--- src/rtl/posit_pack_arbiter_if.sv ---
// Handshake and result bus of posit_pack_arbiter: two operand requesters and one result consumer.
// master = requester/consumer side, slave = the arbiter.
interface posit_pack_arbiter_if #(
  parameter int BITS = 32,
  parameter int ES   = 3
);
  logic            req0_valid;
  logic            req0_ready;
  logic [BITS-1:0] req0_frac;
  logic [ES-1:0]   req0_exp;
  logic [BITS-1:0] req0_seed;

  logic            req1_valid;
  logic            req1_ready;
  logic [BITS-1:0] req1_frac;
  logic [ES-1:0]   req1_exp;
  logic [BITS-1:0] req1_seed;

  logic            out_valid;
  logic            out_ready;
  logic [BITS-1:0] out_posit;
  logic            out_id;
  logic            busy;

  modport master (
    output req0_valid, req0_frac, req0_exp, req0_seed,
    output req1_valid, req1_frac, req1_exp, req1_seed,
    output out_ready,
    input  req0_ready, req1_ready, out_valid, out_posit, out_id, busy
  );

  modport slave (
    input  req0_valid, req0_frac, req0_exp, req0_seed,
    input  req1_valid, req1_frac, req1_exp, req1_seed,
    input  out_ready,
    output req0_ready, req1_ready, out_valid, out_posit, out_id, busy
  );
endinterface

--- src/rtl/posit_pack_arbiter.sv ---
// Two-requester round-robin arbiter sharing one posit packer (regime/exponent/fraction -> posit).
// Optional feature: define POSIT_PACK_SATURATE_EN to clamp the captured seed to +/-(BITS-2).

module posit_pack_core #(
  parameter int BITS = 32,
  parameter int ES   = 3
) (
  input  logic [BITS-1:0] i_frac,
  input  logic [ES-1:0]   i_exp,
  input  logic [BITS-1:0] i_seed,
  output logic [BITS-1:0] o_posit
);
  localparam int             LP_W    = 2 * BITS + ES + 1;
  localparam logic [BITS:0]  LP_FULL = (BITS + 1)'(BITS);

  logic            w_neg;
  logic [BITS:0]   w_run;
  logic [BITS:0]   w_run_lim;
  logic [BITS:0]   w_shamt;
  logic [LP_W-1:0] w_cat;
  logic [LP_W-1:0] w_sh;
  logic            w_unused_lsb;

  // Regime run: seed k>=0 -> k+1 ones then 0; k<0 -> -k zeros then 1.
  always_comb begin
    w_neg = i_seed[BITS-1];
    if (w_neg) begin
      w_run = {1'b0, (~i_seed + 1'b1)};
    end else begin
      w_run = {1'b0, i_seed} + 1'b1;
    end
    w_run_lim = (w_run > LP_FULL) ? LP_FULL : w_run;
    w_shamt   = LP_FULL - w_run_lim;
  end

  // Fill bits above the terminator are shifted out until exactly w_run remain on top.
  assign w_cat        = {{BITS{~w_neg}}, w_neg, i_exp, i_frac};
  assign w_sh         = w_cat << w_shamt;
  assign o_posit      = {1'b0, w_sh[LP_W-1 -: BITS-1]};
  assign w_unused_lsb = ^w_sh[LP_W-BITS:0];
endmodule

// state | meaning
// IDLE  | waiting for a request; ready driven to the winning requester
// PACK  | captured operands drive the packer; result registered at end of cycle
// OUT   | out_valid high, result held until out_ready
module posit_pack_arbiter #(
  parameter int BITS = 32,
  parameter int ES   = 3
) (
  input logic                   clk,
  input logic                   rst_n,
  posit_pack_arbiter_if.slave   bus
);
  typedef enum logic [1:0] {
    ST_IDLE = 2'd0,
    ST_PACK = 2'd1,
    ST_OUT  = 2'd2
  } state_t;

  state_t          r_state;
  state_t          w_state_nxt;

  logic            r_last_grant;
  logic [BITS-1:0] r_frac;
  logic [ES-1:0]   r_exp;
  logic [BITS-1:0] r_seed;
  logic            r_id;
  logic [BITS-1:0] r_out_posit;
  logic            r_out_id;

  logic            w_gnt_id;
  logic            w_accept;
  logic            w_ready0;
  logic            w_ready1;
  logic [BITS-1:0] w_seed;
  logic [BITS-1:0] w_pack;

  always_ff @(posedge clk or negedge rst_n) begin
    if (!rst_n) begin
      r_state <= ST_IDLE;
    end else begin
      r_state <= w_state_nxt;
    end
  end

  always_comb begin
    w_state_nxt = r_state;
    w_gnt_id    = 1'b0;
    w_accept    = 1'b0;
    w_ready0    = 1'b0;
    w_ready1    = 1'b0;
    case (r_state)
      ST_IDLE: begin
        if (bus.req0_valid && bus.req1_valid) begin
          w_gnt_id = ~r_last_grant;
        end else if (bus.req1_valid) begin
          w_gnt_id = 1'b1;
        end else begin
          w_gnt_id = 1'b0;
        end
        if (bus.req0_valid || bus.req1_valid) begin
          w_accept    = 1'b1;
          w_ready0    = ~w_gnt_id;
          w_ready1    = w_gnt_id;
          w_state_nxt = ST_PACK;
        end
      end
      ST_PACK: begin
        w_state_nxt = ST_OUT;
      end
      ST_OUT: begin
        if (bus.out_ready) begin
          w_state_nxt = ST_IDLE;
        end
      end
      default: begin
        w_state_nxt = ST_IDLE;
      end
    endcase
  end

  // last_grant resets to 1 so requester 0 wins the first tie.
  always_ff @(posedge clk or negedge rst_n) begin
    if (!rst_n) begin
      r_last_grant <= 1'b1;
      r_frac       <= '0;
      r_exp        <= '0;
      r_seed       <= '0;
      r_id         <= 1'b0;
      r_out_posit  <= '0;
      r_out_id     <= 1'b0;
    end else begin
      if (w_accept) begin
        r_last_grant <= w_gnt_id;
        r_id         <= w_gnt_id;
        r_frac       <= w_gnt_id ? bus.req1_frac : bus.req0_frac;
        r_exp        <= w_gnt_id ? bus.req1_exp  : bus.req0_exp;
        r_seed       <= w_gnt_id ? bus.req1_seed : bus.req0_seed;
      end
      if (r_state == ST_PACK) begin
        r_out_posit <= w_pack;
        r_out_id    <= r_id;
      end
    end
  end

`ifdef POSIT_PACK_SATURATE_EN
  localparam logic [BITS-1:0] LP_SEED_MAX = BITS'(BITS - 2);
  localparam logic [BITS-1:0] LP_SEED_MIN = BITS'(-(BITS - 2));

  always_comb begin
    w_seed = r_seed;
    if ($signed(r_seed) > $signed(LP_SEED_MAX)) begin
      w_seed = LP_SEED_MAX;
    end else if ($signed(r_seed) < $signed(LP_SEED_MIN)) begin
      w_seed = LP_SEED_MIN;
    end
  end
`else
  assign w_seed = r_seed;
`endif

  posit_pack_core #(
    .BITS (BITS),
    .ES   (ES)
  ) u_pack (
    .i_frac  (r_frac),
    .i_exp   (r_exp),
    .i_seed  (w_seed),
    .o_posit (w_pack)
  );

  assign bus.req0_ready = w_ready0;
  assign bus.req1_ready = w_ready1;
  assign bus.out_valid  = (r_state == ST_OUT);
  assign bus.out_posit  = r_out_posit;
  assign bus.out_id     = r_out_id;
  assign bus.busy       = (r_state != ST_IDLE);
endmodule

--- src/flat_wrapper.sv ---
// flat-port wrapper written by rule: the top's interface ports become plain ports
module posit_pack_arbiter_flat 
#(
  parameter int BITS = 32,
  parameter int ES   = 3
)
  (clk, rst_n, bus_req0_valid, bus_req0_frac, bus_req0_exp, bus_req0_seed, bus_req1_valid, bus_req1_frac, bus_req1_exp, bus_req1_seed, bus_out_ready, bus_req0_ready, bus_req1_ready, bus_out_valid, bus_out_posit, bus_out_id, bus_busy);
  posit_pack_arbiter_if #(.BITS(BITS), .ES(ES)) bus_i ();
  input logic clk;
  input logic rst_n;
  input wire logic [$bits(bus_i.req0_valid)-1:0] bus_req0_valid;
  input wire logic [$bits(bus_i.req0_frac)-1:0] bus_req0_frac;
  input wire logic [$bits(bus_i.req0_exp)-1:0] bus_req0_exp;
  input wire logic [$bits(bus_i.req0_seed)-1:0] bus_req0_seed;
  input wire logic [$bits(bus_i.req1_valid)-1:0] bus_req1_valid;
  input wire logic [$bits(bus_i.req1_frac)-1:0] bus_req1_frac;
  input wire logic [$bits(bus_i.req1_exp)-1:0] bus_req1_exp;
  input wire logic [$bits(bus_i.req1_seed)-1:0] bus_req1_seed;
  input wire logic [$bits(bus_i.out_ready)-1:0] bus_out_ready;
  output wire logic [$bits(bus_i.req0_ready)-1:0] bus_req0_ready;
  output wire logic [$bits(bus_i.req1_ready)-1:0] bus_req1_ready;
  output wire logic [$bits(bus_i.out_valid)-1:0] bus_out_valid;
  output wire logic [$bits(bus_i.out_posit)-1:0] bus_out_posit;
  output wire logic [$bits(bus_i.out_id)-1:0] bus_out_id;
  output wire logic [$bits(bus_i.busy)-1:0] bus_busy;
  assign bus_i.req0_valid = bus_req0_valid;
  assign bus_i.req0_frac = bus_req0_frac;
  assign bus_i.req0_exp = bus_req0_exp;
  assign bus_i.req0_seed = bus_req0_seed;
  assign bus_i.req1_valid = bus_req1_valid;
  assign bus_i.req1_frac = bus_req1_frac;
  assign bus_i.req1_exp = bus_req1_exp;
  assign bus_i.req1_seed = bus_req1_seed;
  assign bus_i.out_ready = bus_out_ready;
  assign bus_req0_ready = bus_i.req0_ready;
  assign bus_req1_ready = bus_i.req1_ready;
  assign bus_out_valid = bus_i.out_valid;
  assign bus_out_posit = bus_i.out_posit;
  assign bus_out_id = bus_i.out_id;
  assign bus_busy = bus_i.busy;
  posit_pack_arbiter #(.BITS(BITS), .ES(ES)) u_core (.clk(clk), .rst_n(rst_n), .bus(bus_i));
endmodule
--- config.mk ---
export PLATFORM = sky130hd
export DESIGN_NAME = posit_pack_arbiter_flat
export DESIGN_NICKNAME = d
export VERILOG_FILES = /design/src/rtl/posit_pack_arbiter_if.sv /design/src/rtl/posit_pack_arbiter.sv /design/src/flat_wrapper.sv
export SDC_FILE = /design/constraint.sdc
export NUM_CORES = 1
export LEC_CHECK = 0
export ABC_AREA = 1
export BUFFER_PORTS_ARGS = -buffer_cell sky130_fd_sc_hd__buf_2
export CAP_MARGIN = 5
export CORE_MARGIN = 3
export CORE_UTILIZATION = 49
export CTS_BUF_LIST = sky130_fd_sc_hd__clkbuf_4 sky130_fd_sc_hd__clkbuf_8
export DETAILED_ROUTE_END_ITERATION = 8
export PLACE_DENSITY = 0.72
export SYNTH_ARGS = -nofsm -noshare
export SYNTH_HDL_FRONTEND = slang
export SYNTH_SLANG_ARGS = --single-unit
--- constraint.sdc ---
create_clock -name clk -period 7.3 [get_ports clk]
set_input_delay 1.46 -clock clk [delete_from_list [all_inputs] [get_ports clk]]
set_output_delay 1.46 -clock clk [all_outputs]
set_load 0.01 [all_outputs]
==> results.py, run 1 <==
metrics = {
    "timing": {
        "rsz0062_at_grt": "false",
        "holdWs_ps": 479,
        "fmax_ghz": 0.182,
        "relSlewSlack_pct": 20.7,
        "setup_violations": 0,
        "setup_tns_ps": 0,
        "fin_crit_sh_pct": 75.3,
        "fin_ws_ps": 1810,
        "drv_slew": 0,
        "fin_worst_skew_ps": 25.2,
        "tightest_slew_ps": 1190,
        "hold_viol_final": 0,
        "fin_crit_ps": 5490,
    },
    "global_routing": {
        "grt_pass1_wl_mm": 52.9,
        "grt_usage_pct": 32.0,
        "grt-ovfl-total": 0,
        "grt_max_degree": 76,
        "grt_pass1_vias": 9651,
        "antenna_found_initial": 0,
    },
    "die": {
        "start_util_pct": 50.1,
        "core_area_mm2": 0.0188,
        "boundaryPins": 176,
        "rows": 50,
        "die_w_um": 145,
        "die_h_um": 145,
        "fp.dieArea_mm2": 0.0209,
    },
    "yosys": {
        "synth_compound_area_share_pct": 11.3,
        "seq_area_frac_synth_pct": 27.4,
        "yosys.area_share.simple_pct": 52.1,
        "synth_cell_type_count": 34,
        "synthMuxAreaShare_pct": 0,
        "synth-xor-area-share_pct": 0.265,
        "yosys.area.top_type": "dfrtp_1",
        "synth_area_leaders": "dfrtp_1 (27%), nand3_1 (22%), nand2_1 (20%)",
        "syn-instance-count": 1630,
        "netlist_area_mm2": 0.00943,
        "synth_nets": 1772,
        "syn_area_per_cell_um2": 5.78,
        "synth.yosys.warnings": 0,
        "ys_ff_latch": 103,
        "synthAdderAreaFrac_pct": 0.398,
        "synth_top_family_by_area": "simple AND/OR/NAND/NOR gates",
        "yosys.area.top_type_share_pct": 27.1,
    },
    "critical_path": {
        "cp-end-kind": "register",
        "worst_path_max_delay_cell": "nand2_1",
        "r2r-start": "u_core.r_seed[31]",
        "crit_fanout": 40,
        "start_kind": "register",
        "required_ps": 7600,
        "crit_start": "u_core.r_seed[31]",
        "crit_type": "register to register",
        "max_stage_delay_ps": 580,
        "cp_data_arrival_time_ps": 5800,
        "path_common_cell": "nand2_1",
    },
    "clock_network": {
        "cts.sinks": 103,
        "cts_hold_buf": 0,
        "clkTransAtPathRegs_ps": 120,
        "cts_post_setup_buffers_inserted": 0,
        "h-tree-depth": 3,
        "cts_tree": "built",
        "root_buffer": "clkbuf_8",
        "worstSkewPairLatency_ps": 410,
        "cts_resized": 0,
        "clk_path_buf_depth": 2,
        "numCtsBuffers": 9,
    },
    "layout": {
        "drive_above_1_share_pct": 13.6,
        "fin_util_pct": 55.6,
        "nets": 1875,
        "area_growth_pct": 11.1,
        "stdcell_count": 1998,
        "num_antenna_cells": 0,
        "fillCellCount": 1932,
        "stdcell_area_mm2": 0.0105,
        "final_common_cell": "nand2_1",
        "layout_common_cells": "nand2_1 (494), nand3_1 (406), nor2_1 (187)",
    },
    "detailed_routing": {
        "firstDrtPassIters": 6,
        "first_iter_violations": 1565,
        "avgRoutedWirePerCell_um": 17.0,
        "vias": 11500,
        "ant_nets": 0,
        "drc": 0,
        "routed_wl_mm": 34.1,
        "vias_per_cell": 5.74,
    },
    "power": {
        "irDropWorstVdd_mv": 0.267,
        "total_power_mw": 3.96,
        "powerDensity_mw_per_mm2": 378,
        "p_leak_nw": 5.19,
    },
    "min_path": {
        "hp-class": "register to register",
        "hp-start": "u_core.bus.out_posit[13]",
    },
    "placed_design": {
        "place_hpwl_mm": 26.1,
        "dp_slack_ps": 1920,
        "postPlaceCellArea_mm2": 0.0103,
        "place_congestion": 1.03,
        "io_buffers": 174,
        "numPlacedInstances": 1982,
    },
    "run": {
        "maxCapViolations": 0,
    },
    "status": {
        "status": "complete, no violations",
    },
}
## cell usage after synthesis, drive strengths merged
| library cell | count |
|---|---|
| nand2 | 498 |
| nand3 | 406 |
| nor2 | 206 |
| o21ai | 141 |
| dfrtp | 102 |
| inv | 92 |
| buf | 53 |
| clkbuf | 42 |
| o22ai | 32 |
| a21oi | 25 |
| nand4 | 14 |
| nand3b | 4 |
| ha | 3 |
| o211ai | 3 |
| nor3 | 2 |
| xor2 | 2 |
| conb | 1 |
| dfstp | 1 |
| nor3b | 1 |
| o21bai | 1 |
| or3 | 1 |
## flip-flops by register name, indices dropped and copies added, names as in the netlist
name,flops
u_core.r_frac,32
u_core.r_seed,32
u_core.bus.out_posit,31
u_core.r_exp,3
u_core.r_state,2
u_core.bus.out_id,1
u_core.r_id,1
u_core.r_last_grant,1
## worst paths after layout
kind / slack [ps] / cells after the start / to
min in group asynchronous: 1040 / 1 / u_core.r_seed[25]
worst max register to register: 1810 / 29 / u_core.bus.out_posit[20]
worst min-delay path: 480 / 2 / u_core.bus.out_posit[13]
max in group asynchronous: 5110 / 2 / u_core.bus.out_posit[28]
worst min register to register: 480 / 2 / u_core.bus.out_posit[13]
worst max-delay path: 1810 / 29 / u_core.bus.out_posit[20]
## metal layers
layer  routed length, um  vias up  GRT usage [%]
met5                   0        -              0
met4                 385        0           5.84
met3                3740       31           6.74
met2               12900      625           40.5
met1               17000     5183           54.4
li1                    -     5633              -
## report_power, final
group          switching [mW]  total, mW  internal [mW]
clock network           0.241      0.376          0.135
registers               0.333       1.19          0.858
logic                    1.64       2.39          0.758
total                    2.21       3.96           1.75
## area by class of cell
type / count / area, um^2 / area share (%)
repair buffers: 187 / 971 / 9.27
flip-flops and latches: 103 / 2580 / 24.6
well taps: 260 / 325 / 3.11
clock buffers: 9 / 124 / 1.18
inverters: 92 / 345 / 3.30
clock inverters: 7 / 72.6 / 0.693
multi-input cells: 1340 / 6050 / 57.8
## worst max-delay path, delay by kind of cell (launching register included)
kind / cells / cell delay, ps
compound gates: 2 / 170
fa+ha+maj: 1 / 270
buf+inv: 7 / 1650
flops: 1 / 380
simple gates: 19 / 2910
## cell families after synthesis
| group | Yosys count |
|---|---|
| AND/OR/NAND/NOR | 1132 |
| adder cells (fa/ha/maj) | 3 |
| AO/OA/AOI/OAI | 202 |
| XOR/XNOR | 2 |
| other | 1 |
| flip-flops | 103 |
| buffers and inverters | 187 |
Note: power is estimated with default switching activity, not from simulation.
==> inputs of run 2 (changes only) <==
--- a/config.mk
+++ b/config.mk
@@ -12,7 +12,7 @@
 export CORE_UTILIZATION = 49
 export CTS_BUF_LIST = sky130_fd_sc_hd__clkbuf_4 sky130_fd_sc_hd__clkbuf_8
 export DETAILED_ROUTE_END_ITERATION = 8
-export PLACE_DENSITY = 0.72
+export PLACE_DENSITY = 0.75
 export SYNTH_ARGS = -nofsm -noshare
 export SYNTH_HDL_FRONTEND = slang
 export SYNTH_SLANG_ARGS = --single-unit
==> constraint.sdc (replaced) <==
create_clock -name clk -period 4.75 [get_ports clk]
set_input_delay 0.95 -clock clk [delete_from_list [all_inputs] [get_ports clk]]
set_output_delay 0.95 -clock clk [all_outputs]
set_load 0.01 [all_outputs]
==> run 2 against run 1 <==
Clock power rose by 52%. Largest cell class unchanged. Via count rose by 1.2%. Global-route usage rose by 0.86 points.
==> results.py, run 2 (synthesis results as in run 1) <==
metrics = {
    "status": {
        "status": "complete, no violations",
    },
    "die": {
        "start_util_pct": 50.1,
        "fp.dieArea_mm2": 0.0209,
        "rows": 50,
        "boundaryPins": 176,
        "core_area_mm2": 0.0188,
        "die_h_um": 145,
        "die_w_um": 145,
    },
    "clock_network": {
        "numCtsBuffers": 9,
        "cts.sinks": 103,
        "h-tree-depth": 3,
        "clkTransAtPathRegs_ps": 120,
        "cts_post_setup_buffers_inserted": 0,
        "clk_path_buf_depth": 2,
        "worstSkewPairLatency_ps": 400,
        "root_buffer": "clkbuf_8",
        "cts_tree": "built",
        "cts_hold_buf": 0,
    },
    "timing": {
        "rsz0062_at_grt": "false",
        "drv_slew": 0,
        "setup_tns_ps": 0,
        "fmax_ghz": 0.223,
        "relSlewSlack_pct": 38.6,
        "tightest_slew_ps": 922,
        "setup_violations": 0,
        "fin_ws_ps": 271,
        "fin_worst_skew_ps": 17.2,
        "fin_crit_ps": 4480,
        "fin_crit_sh_pct": 94.3,
        "hold_viol_final": 0,
    },
    "detailed_routing": {
        "vias_per_cell": 5.78,
        "vias": 11600,
        "ant_nets": 0,
        "routed_wl_mm": 34.9,
        "firstDrtPassIters": 8,
        "drc": 0,
        "first_iter_violations": 1418,
        "avgRoutedWirePerCell_um": 17.4,
    },
    "global_routing": {
        "grt-ovfl-total": 0,
        "grt_usage_pct": 32.9,
        "grt_pass1_wl_mm": 54.2,
        "antenna_found_initial": 0,
        "grt_max_degree": 76,
        "grt_pass1_vias": 9968,
    },
    "critical_path": {
        "rr_endpoint": "u_core.bus.out_posit[26]",
        "start_kind": "register",
        "max_stage_delay_ps": 490,
        "worst_path_max_delay_cell": "dfrtp_1",
        "cp_num_buf_inv": 3,
        "cp-end-kind": "register",
        "required_ps": 5050,
        "r2r-start": "u_core.r_seed[12]",
        "path_common_cell": "nand2_1",
        "rrSetupSlack_ps": 270,
        "critical_path.cell_chain": "nor2_1 > nand2_1 > nor2_2 > nand2_1 > o21ai_1 > nand3_1 > nand2_1 > inv_1 > nor2_1 > nand3_1 > nor2_2 > nand2_1 > ha_1 > inv_1 > nand2_2 > buf_4 > nand3_1 > nand3_1 > nand3_1 > nand2_1 > o21ai_1 > nor2_1 > o21ai_1 > nand2_1",
        "cp_top_family": "simple AND/OR/NAND/NOR gates",
        "cp_data_arrival_time_ps": 4780,
        "reg2reg_depth": 24,
        "crit_fanout": 75,
        "crit_start": "u_core.r_seed[12]",
        "crit_type": "register to register",
    },
    "layout": {
        "fin_util_pct": 56.0,
        "stdcell_count": 2008,
        "drive_above_1_share_pct": 14.2,
        "layout_common_cells": "nand2_1 (494), nand3_1 (406), nor2_1 (186)",
        "nets": 1885,
        "final_common_cell": "nand2_1",
        "fillCellCount": 1957,
        "stdcell_area_mm2": 0.0106,
        "num_antenna_cells": 0,
        "multiInputGateArea_mm2": 0.00605,
        "area_growth_pct": 11.9,
        "seqCellArea_mm2": 0.00258,
    },
    "power": {
        "p_leak_nw": 5.24,
        "p_clk_share_pct": 9.3,
        "sw_frac_of_total_pct": 55.5,
        "irDropWorstVdd_mv": 0.468,
        "p_int_mw": 2.72,
        "switching_power_mw": 3.40,
        "combPwrFrac_pct": 60.7,
        "powerDensity_mw_per_mm2": 581,
        "seqPwrFrac_pct": 30.0,
    },
    "min_path": {
        "whs_path_depth": 2,
        "hp-class": "register to register",
        "hold_end": "u_core.r_last_grant",
        "hp-start": "u_core.r_last_grant",
    },
    "placed_design": {
        "place_hpwl_mm": 26.6,
        "dp_slack_ps": 404,
        "numPlacedInstances": 1992,
        "place_congestion": 0.985,
        "postPlaceCellArea_mm2": 0.0104,
        "io_buffers": 174,
    },
    "run": {
        "maxCapViolations": 0,
    },
}
==> run 2: area by class of cell <==
cell class,instances,share of cell area [%]
clock buffers,10,1.30
clock inverters,6,0.474
inverters,92,3.27
multi-input cells,1340,57.4
flip-flops and latches,103,24.4
well taps,260,3.08
repair buffers,197,10.0
==> run 2: repair_timing <==
item | 4_1_cts | 5_1_grt
gates resized for setup | 0 | 2
setup endpoints to repair | 0 | 1
hold endpoints to repair | 0 | 0
==> run 2: worst max path at each step <==
stage | end | slack [ps] | cells after the start
final | u_core.bus.out_posit[26] | 270 | 24
after global routing | u_core.bus.out_posit[26] | 40 | 25
after CTS | u_core.bus.out_posit[26] | 400 | 25
after detailed placement | u_core.bus.out_posit[26] | 400 | 25
after global placement | u_core.bus.out_posit[26] | 440 | 25
after floorplan | u_core.bus.out_posit[20] | 1040 | 26
==> run 2: power groups by stage <==
| stage | logic (mW) | registers (mW) | clock network (mW) |
|---|---|---|---|
| after detailed placement | 3.63 | 1.83 | 0 |
| after CTS | 3.64 | 1.81 | 0.580 |
| after floorplan | 2.55 | 1.70 | 0 |
| after global routing | 4.20 | 1.89 | 0.624 |
| final | 3.72 | 1.84 | 0.571 |
| after global placement | 3.59 | 1.82 | 0 |
==> run 2: through the flow <==
step | hold WS (ps) | power [mW]
after floorplan | 448 | 4.24
after global placement | 459 | 5.41
after detailed placement | 461 | 5.45
after CTS | 481 | 6.03
after global routing | 512 | 6.71
final | 480 | 6.13
==> run 2: tightest hold or removal path, stage by stage, from the launching register on <==
cell     delay, ps
dfstp_2        390
nand2_1         50
nand2_1         50
==> run 2: layer usage <==
| metal | wire length (um) | share of wire, % | global-route usage [%] | vias up |
|---|---|---|---|---|
| li1 | - | - | - | 5655 |
| met1 | 17000 | 49 | 54.6 | 5211 |
| met2 | 13300 | 38 | 41.6 | 706 |
| met3 | 4340 | 12 | 9.46 | 32 |
| met4 | 328 | 0.94 | 5.25 | 0 |
| met5 | 0 | 0 | 0 | - |
